### config.mk
export PLATFORM = sky130hd
export DESIGN_NAME = qsfp_i2c_cmd_arb_flat
export DESIGN_NICKNAME = d
export VERILOG_FILES = /design/src/rtl/qsfp_i2c_cmd_arb_if.sv /design/src/rtl/qsfp_i2c_cmd_arb.sv /design/src/flat_wrapper.sv
export SDC_FILE = /design/constraint.sdc
export NUM_CORES = 1
export LEC_CHECK = 0
export CAP_MARGIN = 5
export CELL_PAD_IN_SITES_DETAIL_PLACEMENT = 0
export CELL_PAD_IN_SITES_GLOBAL_PLACEMENT = 1
export CORE_MARGIN = 2
export CORE_UTILIZATION = 25
export CTS_BUF_LIST = sky130_fd_sc_hd__clkbuf_8
export DETAILED_ROUTE_END_ITERATION = 16
export PLACE_DENSITY_LB_ADDON = 0.3
export SYNTH_ARGS = -nofsm -noshare
export SYNTH_HDL_FRONTEND = slang
export SYNTH_SLANG_ARGS = --single-unit
### constraint.sdc
create_clock -name sys_if_clk -period 3.3 [get_ports sys_if_clk]
set_clock_uncertainty 0.05 [all_clocks]
set_input_delay 0.495 -clock sys_if_clk [delete_from_list [all_inputs] [get_ports sys_if_clk]]
set_output_delay 0.495 -clock sys_if_clk [all_outputs]
set_load 0.05 [all_outputs]
### src/rtl/qsfp_i2c_cmd_arb_if.sv
// Requester and sequencer signal bundle for qsfp_i2c_cmd_arb.
// The slave modport is the arbiter's view; master is the requester/sequencer side.
interface qsfp_i2c_cmd_arb_if #(
    parameter int NUM_CH = 4
);
    logic [NUM_CH-1:0]   req_valid;
    logic [NUM_CH-1:0]   req_ready;
    logic [NUM_CH-1:0]   req_rw;
    logic [8*NUM_CH-1:0] req_id;
    logic [8*NUM_CH-1:0] req_addr;
    logic [8*NUM_CH-1:0] req_wdata;
    logic [NUM_CH-1:0]   rsp_valid;
    logic [7:0]          rsp_rdata;
    logic                rsp_err;
    logic                seq_pulse;
    logic                seq_rw;
    logic [7:0]          seq_id;
    logic [7:0]          seq_addr;
    logic [7:0]          seq_wdata;
    logic [7:0]          seq_rdata;
    logic                seq_cmplt;
    logic                busy;

    modport slave (
        input  req_valid, req_rw, req_id, req_addr, req_wdata, seq_rdata, seq_cmplt,
        output req_ready, rsp_valid, rsp_rdata, rsp_err,
        output seq_pulse, seq_rw, seq_id, seq_addr, seq_wdata, busy
    );

    modport master (
        output req_valid, req_rw, req_id, req_addr, req_wdata, seq_rdata, seq_cmplt,
        input  req_ready, rsp_valid, rsp_rdata, rsp_err,
        input  seq_pulse, seq_rw, seq_id, seq_addr, seq_wdata, busy
    );
endinterface

### src/rtl/qsfp_i2c_cmd_arb.sv
// Round-robin N-channel arbiter in front of the byte-level I2C sequencer; prepends a
// channel-mux select write and bounds every command with a completion timeout.
// Define QSFP_I2C_ARB_MUX_CACHE_EN to skip the select write when the mux already points at the channel.
module qsfp_i2c_cmd_arb #(
    parameter int         NUM_CH      = 4,
    parameter logic [7:0] MUX_ID      = 8'hE0,
    parameter int         TIMEOUT_CYC = 2000000
) (
    input  logic              sys_if_clk,
    input  logic              sys_if_rstn,
    qsfp_i2c_cmd_arb_if.slave bus
);
    localparam int            PW       = (NUM_CH > 1) ? $clog2(NUM_CH) : 1;
    localparam int            CW       = $clog2(TIMEOUT_CYC) + 1;
    localparam logic [CW-1:0] TO_LAST  = CW'(TIMEOUT_CYC - 1);
    localparam logic [CW-1:0] CNT_MAX  = {CW{1'b1}};
    localparam logic [CW-1:0] CNT_ONE  = {{(CW-1){1'b0}}, 1'b1};

    typedef enum logic [2:0] {
        ST_IDLE      = 3'd0,
        ST_MUX_ISSUE = 3'd1,
        ST_MUX_WAIT  = 3'd2,
        ST_CMD_ISSUE = 3'd3,
        ST_CMD_WAIT  = 3'd4,
        ST_RESP      = 3'd5
    } state_t;

    state_t            state_r, state_nx;
    logic [PW-1:0]     rr_ptr_r, win_idx_s, ch_r;
    logic              win_vld_s, hit_s, to_exp_s, accept_s;
    logic              rw_r;
    logic [7:0]        id_r, addr_r, wdata_r;
    logic [CW-1:0]     cnt_r;
    logic [NUM_CH-1:0] req_ready_s, ch_onehot_s, rsp_valid_r;
    logic              seq_ld_s, seq_rw_nx, seq_pulse_r, seq_rw_r;
    logic [7:0]        seq_id_nx, seq_addr_nx, seq_wdata_nx;
    logic [7:0]        seq_id_r, seq_addr_r, seq_wdata_r;
    logic              rsp_ld_s, rsp_err_nx, rsp_err_r;
    logic [7:0]        rsp_rdata_nx, rsp_rdata_r;
    logic              busy_r;

    // First valid channel at or after rr_ptr_r; reverse scan lets the nearest one win
    always_comb begin
        win_idx_s = '0;
        for (int i = NUM_CH - 1; i >= 0; i--) begin
            win_idx_s = bus.req_valid[PW'((32'(rr_ptr_r) + i) % NUM_CH)] ?
                        PW'((32'(rr_ptr_r) + i) % NUM_CH) : win_idx_s;
        end
    end

    // One-hot decode of the channel currently being served
    always_comb begin
        ch_onehot_s = '0;
        for (int c = 0; c < NUM_CH; c++) begin
            ch_onehot_s[c] = (ch_r == PW'(c));
        end
    end

    assign win_vld_s = sys_if_rstn && (|bus.req_valid);
    assign to_exp_s  = (cnt_r >= TO_LAST);
    assign accept_s  = |req_ready_s;

`ifdef QSFP_I2C_ARB_MUX_CACHE_EN
    logic          cache_vld_r;
    logic [PW-1:0] cache_ch_r;

    // Mux cache: filled by a completed select write, dropped on any timeout
    always_ff @(posedge sys_if_clk) begin
        if (!sys_if_rstn) begin
            cache_vld_r <= 1'b0;
            cache_ch_r  <= '0;
        end else if ((state_r == ST_MUX_WAIT) && bus.seq_cmplt) begin
            cache_vld_r <= 1'b1;
            cache_ch_r  <= ch_r;
        end else if (((state_r == ST_MUX_WAIT) || (state_r == ST_CMD_WAIT)) && to_exp_s) begin
            cache_vld_r <= 1'b0;
            cache_ch_r  <= cache_ch_r;
        end else begin
            cache_vld_r <= cache_vld_r;
            cache_ch_r  <= cache_ch_r;
        end
    end

    assign hit_s = cache_vld_r && (cache_ch_r == win_idx_s);
`else
    assign hit_s = 1'b0;
`endif

    // Next-state, grant and register-load decode
    always_comb begin
        state_nx     = state_r;
        req_ready_s  = '0;
        seq_ld_s     = 1'b0;
        seq_rw_nx    = 1'b0;
        seq_id_nx    = 8'h00;
        seq_addr_nx  = 8'h00;
        seq_wdata_nx = 8'h00;
        rsp_ld_s     = 1'b0;
        rsp_err_nx   = 1'b0;
        rsp_rdata_nx = 8'h00;
        case (state_r)
            ST_IDLE: begin
                if (win_vld_s) begin
                    req_ready_s[win_idx_s] = 1'b1;
                    seq_ld_s = 1'b1;
                    if (hit_s) begin
                        state_nx     = ST_CMD_ISSUE;
                        seq_rw_nx    = bus.req_rw[win_idx_s];
                        seq_id_nx    = bus.req_id[{win_idx_s, 3'b000} +: 8];
                        seq_addr_nx  = bus.req_addr[{win_idx_s, 3'b000} +: 8];
                        seq_wdata_nx = bus.req_wdata[{win_idx_s, 3'b000} +: 8];
                    end else begin
                        state_nx     = ST_MUX_ISSUE;
                        seq_id_nx    = MUX_ID;
                        seq_wdata_nx = 8'h01 << win_idx_s;
                    end
                end else begin
                    state_nx = ST_IDLE;
                end
            end
            ST_MUX_ISSUE: state_nx = ST_MUX_WAIT;
            ST_MUX_WAIT: begin
                if (bus.seq_cmplt) begin
                    state_nx     = ST_CMD_ISSUE;
                    seq_ld_s     = 1'b1;
                    seq_rw_nx    = rw_r;
                    seq_id_nx    = id_r;
                    seq_addr_nx  = addr_r;
                    seq_wdata_nx = wdata_r;
                end else if (to_exp_s) begin
                    state_nx   = ST_RESP;
                    rsp_ld_s   = 1'b1;
                    rsp_err_nx = 1'b1;
                end else begin
                    state_nx = ST_MUX_WAIT;
                end
            end
            ST_CMD_ISSUE: state_nx = ST_CMD_WAIT;
            ST_CMD_WAIT: begin
                if (bus.seq_cmplt) begin
                    state_nx     = ST_RESP;
                    rsp_ld_s     = 1'b1;
                    rsp_rdata_nx = bus.seq_rdata;
                end else if (to_exp_s) begin
                    state_nx   = ST_RESP;
                    rsp_ld_s   = 1'b1;
                    rsp_err_nx = 1'b1;
                end else begin
                    state_nx = ST_CMD_WAIT;
                end
            end
            ST_RESP: state_nx = ST_IDLE;
            default: state_nx = ST_IDLE;
        endcase
    end

    // State register
    always_ff @(posedge sys_if_clk) begin
        if (!sys_if_rstn) begin
            state_r <= ST_IDLE;
        end else begin
            state_r <= state_nx;
        end
    end

    // Capture the granted request and advance the round-robin pointer
    always_ff @(posedge sys_if_clk) begin
        if (!sys_if_rstn) begin
            rr_ptr_r <= '0;
            ch_r     <= '0;
            rw_r     <= 1'b0;
            id_r     <= 8'h00;
            addr_r   <= 8'h00;
            wdata_r  <= 8'h00;
        end else if (accept_s) begin
            rr_ptr_r <= PW'((32'(win_idx_s) + 1) % NUM_CH);
            ch_r     <= win_idx_s;
            rw_r     <= bus.req_rw[win_idx_s];
            id_r     <= bus.req_id[{win_idx_s, 3'b000} +: 8];
            addr_r   <= bus.req_addr[{win_idx_s, 3'b000} +: 8];
            wdata_r  <= bus.req_wdata[{win_idx_s, 3'b000} +: 8];
        end else begin
            rr_ptr_r <= rr_ptr_r;
            ch_r     <= ch_r;
            rw_r     <= rw_r;
            id_r     <= id_r;
            addr_r   <= addr_r;
            wdata_r  <= wdata_r;
        end
    end

    // Completion timer: cleared while issuing, saturating count while waiting
    always_ff @(posedge sys_if_clk) begin
        if (!sys_if_rstn) begin
            cnt_r <= '0;
        end else if ((state_r == ST_MUX_ISSUE) || (state_r == ST_CMD_ISSUE)) begin
            cnt_r <= '0;
        end else if ((state_r == ST_MUX_WAIT) || (state_r == ST_CMD_WAIT)) begin
            cnt_r <= (cnt_r == CNT_MAX) ? cnt_r : cnt_r + CNT_ONE;
        end else begin
            cnt_r <= cnt_r;
        end
    end

    // Sequencer command outputs; fields hold until the next issue
    always_ff @(posedge sys_if_clk) begin
        if (!sys_if_rstn) begin
            seq_pulse_r <= 1'b0;
            seq_rw_r    <= 1'b0;
            seq_id_r    <= 8'h00;
            seq_addr_r  <= 8'h00;
            seq_wdata_r <= 8'h00;
        end else if (seq_ld_s) begin
            seq_pulse_r <= 1'b1;
            seq_rw_r    <= seq_rw_nx;
            seq_id_r    <= seq_id_nx;
            seq_addr_r  <= seq_addr_nx;
            seq_wdata_r <= seq_wdata_nx;
        end else begin
            seq_pulse_r <= 1'b0;
            seq_rw_r    <= seq_rw_r;
            seq_id_r    <= seq_id_r;
            seq_addr_r  <= seq_addr_r;
            seq_wdata_r <= seq_wdata_r;
        end
    end

    // Response outputs and busy flag
    always_ff @(posedge sys_if_clk) begin
        if (!sys_if_rstn) begin
            rsp_valid_r <= '0;
            rsp_rdata_r <= 8'h00;
            rsp_err_r   <= 1'b0;
            busy_r      <= 1'b0;
        end else begin
            rsp_valid_r <= rsp_ld_s ? ch_onehot_s : '0;
            rsp_rdata_r <= rsp_ld_s ? rsp_rdata_nx : rsp_rdata_r;
            rsp_err_r   <= rsp_ld_s ? rsp_err_nx : rsp_err_r;
            busy_r      <= (state_nx != ST_IDLE);
        end
    end

    assign bus.req_ready = req_ready_s;
    assign bus.rsp_valid = rsp_valid_r;
    assign bus.rsp_rdata = rsp_rdata_r;
    assign bus.rsp_err   = rsp_err_r;
    assign bus.seq_pulse = seq_pulse_r;
    assign bus.seq_rw    = seq_rw_r;
    assign bus.seq_id    = seq_id_r;
    assign bus.seq_addr  = seq_addr_r;
    assign bus.seq_wdata = seq_wdata_r;
    assign bus.busy      = busy_r;
endmodule

### src/flat_wrapper.sv
// flat-port wrapper written by rule: the top's interface ports become plain ports
module qsfp_i2c_cmd_arb_flat 
#(
    parameter int         NUM_CH      = 4,
    parameter logic [7:0] MUX_ID      = 8'hE0,
    parameter int         TIMEOUT_CYC = 2000000
)
  (sys_if_clk, sys_if_rstn, bus_req_valid, bus_req_rw, bus_req_id, bus_req_addr, bus_req_wdata, bus_seq_rdata, bus_seq_cmplt, bus_req_ready, bus_rsp_valid, bus_rsp_rdata, bus_rsp_err, bus_seq_pulse, bus_seq_rw, bus_seq_id, bus_seq_addr, bus_seq_wdata, bus_busy);
  qsfp_i2c_cmd_arb_if #(.NUM_CH(NUM_CH)) bus_i ();
  input  logic sys_if_clk;
  input  logic sys_if_rstn;
  input wire logic [$bits(bus_i.req_valid)-1:0] bus_req_valid;
  input wire logic [$bits(bus_i.req_rw)-1:0] bus_req_rw;
  input wire logic [$bits(bus_i.req_id)-1:0] bus_req_id;
  input wire logic [$bits(bus_i.req_addr)-1:0] bus_req_addr;
  input wire logic [$bits(bus_i.req_wdata)-1:0] bus_req_wdata;
  input wire logic [$bits(bus_i.seq_rdata)-1:0] bus_seq_rdata;
  input wire logic [$bits(bus_i.seq_cmplt)-1:0] bus_seq_cmplt;
  output wire logic [$bits(bus_i.req_ready)-1:0] bus_req_ready;
  output wire logic [$bits(bus_i.rsp_valid)-1:0] bus_rsp_valid;
  output wire logic [$bits(bus_i.rsp_rdata)-1:0] bus_rsp_rdata;
  output wire logic [$bits(bus_i.rsp_err)-1:0] bus_rsp_err;
  output wire logic [$bits(bus_i.seq_pulse)-1:0] bus_seq_pulse;
  output wire logic [$bits(bus_i.seq_rw)-1:0] bus_seq_rw;
  output wire logic [$bits(bus_i.seq_id)-1:0] bus_seq_id;
  output wire logic [$bits(bus_i.seq_addr)-1:0] bus_seq_addr;
  output wire logic [$bits(bus_i.seq_wdata)-1:0] bus_seq_wdata;
  output wire logic [$bits(bus_i.busy)-1:0] bus_busy;
  assign bus_i.req_valid = bus_req_valid;
  assign bus_i.req_rw = bus_req_rw;
  assign bus_i.req_id = bus_req_id;
  assign bus_i.req_addr = bus_req_addr;
  assign bus_i.req_wdata = bus_req_wdata;
  assign bus_i.seq_rdata = bus_seq_rdata;
  assign bus_i.seq_cmplt = bus_seq_cmplt;
  assign bus_req_ready = bus_i.req_ready;
  assign bus_rsp_valid = bus_i.rsp_valid;
  assign bus_rsp_rdata = bus_i.rsp_rdata;
  assign bus_rsp_err = bus_i.rsp_err;
  assign bus_seq_pulse = bus_i.seq_pulse;
  assign bus_seq_rw = bus_i.seq_rw;
  assign bus_seq_id = bus_i.seq_id;
  assign bus_seq_addr = bus_i.seq_addr;
  assign bus_seq_wdata = bus_i.seq_wdata;
  assign bus_busy = bus_i.busy;
  qsfp_i2c_cmd_arb #(.NUM_CH(NUM_CH), .MUX_ID(MUX_ID), .TIMEOUT_CYC(TIMEOUT_CYC)) u_core (.sys_if_clk(sys_if_clk), .sys_if_rstn(sys_if_rstn), .bus(bus_i));
endmodule
== Word-level counts from Yosys, hierarchy flattened ==
Cells that the tools add are included.
Storage, ports and cells
  output and inout bits: 44
  register bits after elaboration: 94
  input port bits: 115
  logic and storage cells: 101
Operators by class
  bitwise gates (word level): 2
  equal/unequal tests: 8
  reductions and logical operators: 13
  $lt $le $gt $ge: 7
  add/subtract/negate cells: 5
  muxes and demuxes: 45
  shifts and indexed selects: 4
Operators with widths (number)
  variable part select 32 x 6 -> 8 bit: 3
  2-to-1 mux 8 bit: 8
  one-hot mux 8 bit (2 select lines): 2
  adder 22 x 1 -> 22 bit (second input constant): 1
  equality test 22 bit (second input constant): 1
  >= comparator 22 x 21 -> 1 bit (second input constant): 1
  2-to-1 mux 1 bit: 17
  < comparator 2 x 3 -> 1 bit (second input constant): 5
  one-hot mux 3 bit (5 select lines): 1
  binary-select mux 1 bit (select 2 bit): 5
  2-to-1 mux 3 bit: 3
  2-to-1 mux 2 bit: 4
  2-to-1 mux 4 bit: 2
  OR reduction 4 bit: 2
  left shift 1 x 2 -> 8 bit (first input constant): 1
  equality test 3 x 2 -> 1 bit (second input constant): 2
  adder 2 x 1 -> 2 bit (second input constant): 2
  adder 2 bit (second input constant): 2
  equality test 2 bit (second input constant): 2
  one-hot mux 1 bit (2 select lines): 2
  AND reduction 2 bit: 2
  OR reduction 2 bit: 2
  equality test 3 x 1 -> 1 bit (second input constant): 1
  equality test 3 bit (second input constant): 1
  9 further kinds: 12

== Logic depth before layout (Yosys ltp) ==
  depth in word-level cells: 14
  depth in mapped cells: 13
  gate-level depth less buffers: 10

== Worst setup path before layout ==
Ideal clock, no wire load.
  kind: in2reg
  from: input port bus_req_valid[2]
  to: register u_core.addr_r[0]
  buffers on the path: 3
  data arrival time: 2922 ps
  setup time: 79 ps
  data required time: 3171 ps
  path slack: 249 ps
  stages: 13
  path through: nor2b_1 > a221o_1 > nand2_1 > inv_2 > buf_2 > ha_1 > or4_1 > nand4_4 > and2_1 > buf_2 > buf_2 > nand2_1 > o211ai_1
Between the ends
  cells in the longest elaborated chain, start to end: 13
  elaborated cells on any way between the ends: 23
  those cells by class: 2 x order compare; 1 x shift; 16 x mux; 4 x reduce/logical
RTL lines
  from (decl): line flat_wrapper.sv:12  | input wire logic [$bits(bus_i.req_valid)-1:0] bus_req_valid;
  binary-select mux 1 bit (select 2 bit): line qsfp_i2c_cmd_arb.sv:46  | win_idx_s = bus.req_valid[PW'((32'(rr_ptr_r) + i) % NUM_CH)] ?
  2-to-1 mux 1 bit (not written as such): line qsfp_i2c_cmd_arb.sv:46
  2-to-1 mux 2 bit (3 in a row): line qsfp_i2c_cmd_arb.sv:46
  2-to-1 mux 2 bit (*): line qsfp_i2c_cmd_arb.sv:46
  via u_core.win_idx_s[1]: line qsfp_i2c_cmd_arb.sv:29  | logic [PW-1:0] rr_ptr_r, win_idx_s, ch_r;
  < comparator 2 x 3 -> 1 bit (not written as such) or >= comparator 2 x 1 -> 1 bit (tied branches): line qsfp_i2c_cmd_arb.sv:104  | req_ready_s[win_idx_s] = 1'b1;
  logical AND 1 bit (not written as such): line qsfp_i2c_cmd_arb.sv:104
  2-to-1 mux 1 bit (not written as such): line qsfp_i2c_cmd_arb.sv:104
  demux 1 bit (select 2 bit)
  2-to-1 mux 4 bit: line qsfp_i2c_cmd_arb.sv:103  | if (win_vld_s) begin
  2-to-1 mux 4 bit: line qsfp_i2c_cmd_arb.sv:101  | case (state_r)
  OR reduction 4 bit: line qsfp_i2c_cmd_arb.sv:61  | assign accept_s = |req_ready_s;
  to (signal assigned): line qsfp_i2c_cmd_arb.sv:180  | addr_r <= bus.req_addr[{win_idx_s, 3'b000} +: 8];
  to (signal assigned): line qsfp_i2c_cmd_arb.sv:187  | addr_r <= addr_r;
  to (decl): line qsfp_i2c_cmd_arb.sv:32  | logic [7:0] id_r, addr_r, wdata_r;
The timed path passes the listed nets; every way through them passes the cells marked *. The select of a mux whose other input is x is not followed.
A chain may end at the register's enable or synchronous reset.

== Worst setup path after layout ==
  from: input port bus_req_valid[0]
  to: register u_core.wdata_r[2]
Between the ends
  cells in the longest elaborated chain, start to end: 13
  elaborated cells on any way between the ends: 23
  those cells by class: 2 x order compare; 1 x shift; 16 x mux; 4 x reduce/logical
RTL lines
  binary-select mux 1 bit (select 2 bit): line qsfp_i2c_cmd_arb.sv:46
  2-to-1 mux 1 bit (not written as such): line qsfp_i2c_cmd_arb.sv:46
  2-to-1 mux 2 bit (4 in a row): line qsfp_i2c_cmd_arb.sv:46
  < comparator 2 x 3 -> 1 bit (not written as such) or >= comparator 2 x 1 -> 1 bit (tied branches): line qsfp_i2c_cmd_arb.sv:104
  logical AND 1 bit (not written as such): line qsfp_i2c_cmd_arb.sv:104
  2-to-1 mux 1 bit (not written as such): line qsfp_i2c_cmd_arb.sv:104
  demux 1 bit (select 2 bit)
  2-to-1 mux 4 bit: line qsfp_i2c_cmd_arb.sv:103
  2-to-1 mux 4 bit: line qsfp_i2c_cmd_arb.sv:101
  OR reduction 4 bit: line qsfp_i2c_cmd_arb.sv:61
  to (signal assigned): line qsfp_i2c_cmd_arb.sv:181  | wdata_r <= bus.req_wdata[{win_idx_s, 3'b000} +: 8];
  to (signal assigned): line qsfp_i2c_cmd_arb.sv:188  | wdata_r <= wdata_r;
  to (decl): line qsfp_i2c_cmd_arb.sv:32
Several ways; a longest one is shown, not always the timed one. The select of a mux whose other input is x is not followed.

==> flow_metrics.env <==
export IMPL_crit_top_cell="nand2_1"
export IMPL_wl_per_cell_um=15.5
export IMPL_tightest_slew_ps=581
export IMPL_cts_tree="yes"
export IMPL_clk_pin_slew_worst_paths_ps=90
export IMPL_path_cells="clkdlybuf4s50_1 > nand2_1 > a221o_1 > nand2_1 > inv_2 > ha_1 > or4_1 > nand4_4 > and2_1 > buf_12 > nand2_1 > o211ai_1"
export IMPL_routed_wl_mm=15.1
export IMPL_slew_viol_final=0
export IMPL_syn_nets=681
export IMPL_drc=0
export IMPL_hp_class="flop to flop"
export IMPL_htree_levels=3
export IMPL_firstDrtPassIters=4
export IMPL_vdd_drop_max_uv=235
export IMPL_cts_buffers=9
export IMPL_coreArea_mm2=0.0195
export IMPL_drtIter0Drc=227
export IMPL_portBuffers=158
export IMPL_rsz0062_at_grt="false"
export IMPL_gr_total_overflow=0
export IMPL_hold_buffers=0
export IMPL_cp_max_fo=25
export IMPL_yosysWarnings=0
export IMPL_avgSynthCellArea_um2=8.81
export IMPL_total_power_uw=3960
export IMPL_crit_arrival_ps=3210
export IMPL_finalHoldViolCount=0
export IMPL_cp_start_kind="input port"
export IMPL_viasPerCell=4.74
export IMPL_p_leak_uw=0.00257
export IMPL_clock_path_buffers=2
export IMPL_gp_congestion=0.781
export IMPL_grt_met2_usage_pct=24.7
export IMPL_powerDensity_mw_per_mm2=560
export IMPL_critPathMaxStageDelay_ps=590
export IMPL_status="finished clean"
export IMPL_grt_max_degree=63
export IMPL_grt_pass1_wl_mm=23.7
export IMPL_final_cell_area_mm2=0.00708
export IMPL_finalSetupViolations=0
export IMPL_utilization_pct=36.4
export IMPL_cts_sinks=94
export IMPL_use_met1_pct=17.9
export IMPL_placed_cell_area_mm2=0.00685
export IMPL_nFillCells=1987
export IMPL_drv_cap=0
export IMPL_crit_slowest_cell="clkdlybuf4s50_1"
export IMPL_finalCritPeriodShare_pct=89.9
export IMPL_dp_hpwl_mm=11.4
export IMPL_synth_seq_cells=94
export IMPL_rows=51
export IMPL_period_needed_ps=2970
export IMPL_ios=159
export IMPL_track_usage_pct=14.7
export IMPL_required_ps=3540
export IMPL_grt_antenna_before_repair=0
export IMPL_area_growth_synth_to_final_pct=43.1
export IMPL_fin_setup_tns_ps=0
export IMPL_vias=4615
export IMPL_synth_ff_type="dfxtp_1"
export IMPL_synth_cells=561
export IMPL_fin_nets=823
export IMPL_yosysSeqAreaShare_pct=38.1
export IMPL_die_area_mm2=0.0209
export IMPL_path_class="input port to flop"
export IMPL_synthArstFlopShare_pct=0
export IMPL_busiest_layer="met2"
export IMPL_insertion_delay_ps=370
export IMPL_cp_end_kind="flop"
export IMPL_netlist_area_mm2=0.00494
export IMPL_max_freq_mhz=337
export IMPL_initial_core_util_pct=25.4
export IMPL_cts_root_buf="clkbuf_8"
export IMPL_cts_resized=0
export IMPL_dpl_worst_slack_ps=-25.1
export IMPL_n_antenna_cell=0
export IMPL_grt_pass1_vias=4525
export IMPL_slew_headroom_pct=61.2
export IMPL_grtUsageMet3_pct=5.07
export IMPL_drive_above_1_share_pct=8.19
export IMPL_post_cts_buffers=0
export IMPL_yosys_cell_types_count=60
export IMPL_fin_ws_ps=333
export IMPL_antenna_left=0
export IMPL_die_w_um=145
export IMPL_die_h_um=145
export IMPL_synth_edf_count=0
state kept, by name, summed over array words and instances (netlist names):
name and cells:
u_core.bus.seq_addr 8, u_core.bus.rsp_valid 4, u_core.bus.rsp_err 1, u_core.bus.seq_wdata 8, u_core.cnt_r 22, u_core.bus.seq_id 8, u_core.wdata_r 8, u_core.rw_r 1
u_core.rr_ptr_r 2, u_core.bus.busy 1, u_core.bus.rsp_rdata 8, u_core.addr_r 8, u_core.bus.seq_rw 1, u_core.bus.seq_pulse 1, u_core.state_r 3, u_core.ch_r 2
u_core.id_r 8
where the power goes:
part	total (µW)	leakage, µW	switching, µW	internal (µW)
logic	1550	0.00169	893	659
clock network	863	0.000116	417	447
registers	1550	0.000765	181	1370
final timing paths:
path                                               from                       to  slack, ps  depth (start not counted)
worst max-delay path                   bus_req_valid[0]        u_core.wdata_r[2]        330                         12
worst min-delay path            u_core.bus.seq_wdata[2]  u_core.bus.seq_wdata[2]        420                          2
worst max register to register       u_core.rr_ptr_r[1]        u_core.wdata_r[2]        610                         11
worst min register to register  u_core.bus.seq_wdata[2]  u_core.bus.seq_wdata[2]        420                          2
cell usage in the layout, fill, tap and decap left out, types with 5 or more instances in the layout:
| cell | count |
|---|---|
| a21boi_0 | 33 |
| a21oi_1 | 10 |
| a22oi_1 | 19 |
| a41o_1 | 8 |
| and2_1 | 9 |
| and3_1 | 31 |
| buf_12 | 5 |
| buf_4 | 17 |
| clkbuf_8 | 10 |
| clkdlybuf4s50_1 | 153 |
| dfxtp_1 | 94 |
| ha_1 | 5 |
| inv_1 | 5 |
| mux2i_1 | 32 |
| nand2_1 | 54 |
| nand3_1 | 18 |
| nand4_1 | 8 |
| nor2_1 | 24 |
| nor2b_1 | 26 |
| o211ai_1 | 29 |
| o21ai_0 | 37 |
| or4_1 | 5 |
| xor2_1 | 14 |
per-layer routing:
layer | routed length (µm) | part of all wire, % | vias up
met5 | 0 | 0 | -
met1 | 6600 | 44 | 2137
met2 | 7150 | 47 | 136
li1 | - | - | 2333
met4 | 136 | 0.90 | 0
met3 | 1190 | 7.9 | 9
metrics by stage:
| stage | hold slack (ps) | cells |
|---|---|---|
| 2_1_floorplan | 393 | 561 |
| 3_3_place_gp | 407 | 957 |
| 3_5_place_dp | 410 | 957 |
| 4_1_cts | 423 | 973 |
| 5_1_grt | 446 | 973 |
| 6_report | 416 | 973 |
critical path: cells and delay by family:
family,cells,cell delay (ps)
compound gates,2,420
fa+ha+maj,1,180
buf+inv,3,830
simple gates,6,1260
kinds of logic after synthesis:
| group | count (synthesis) | synth area share, % |
|---|---|---|
| adder cells (fa/ha/maj) | 5 | 1.27 |
| XOR/XNOR | 16 | 2.99 |
| buffers and inverters | 51 | 4.61 |
| flip-flops | 94 | 38.1 |
| AO/OA/AOI/OAI | 158 | 22.9 |
| multiplexers | 32 | 6.48 |
| AND/OR/NAND/NOR | 205 | 23.7 |
cell usage after synthesis (all sizes together), types with 5 or more instances:
cell type / n / area [µm²]
a21boi: 33 / 248
a21oi: 10 / 50.1
a22oi: 19 / 143
a41o: 8 / 80.1
and2: 10 / 65.1
and3: 31 / 194
buf: 19 / 108
clkbuf: 26 / 97.6
dfxtp: 94 / 1880
ha: 5 / 62.6
inv: 6 / 22.5
mux2i: 32 / 320
nand2: 54 / 203
nand3: 19 / 100
nand4: 10 / 83.8
nor2: 25 / 101
nor2b: 26 / 163
nor4: 5 / 67.6
o211ai: 29 / 218
o21ai: 40 / 223
or4: 7 / 60.1
xor2: 14 / 123
layout make-up:
| cell class | count | area, µm² | area share [%] |
|---|---|---|---|
| multi-input cells | 416 | 2850 | 40.3 |
| inverters | 6 | 22.5 | 0.318 |
| clock inverters | 6 | 83.8 | 1.18 |
| flip-flops and latches | 94 | 1880 | 26.6 |
| well taps | 265 | 332 | 4.69 |
| repair buffers | 176 | 1760 | 24.9 |
| clock buffers | 10 | 138 | 1.95 |
Power figures use the tool's default switching activity.
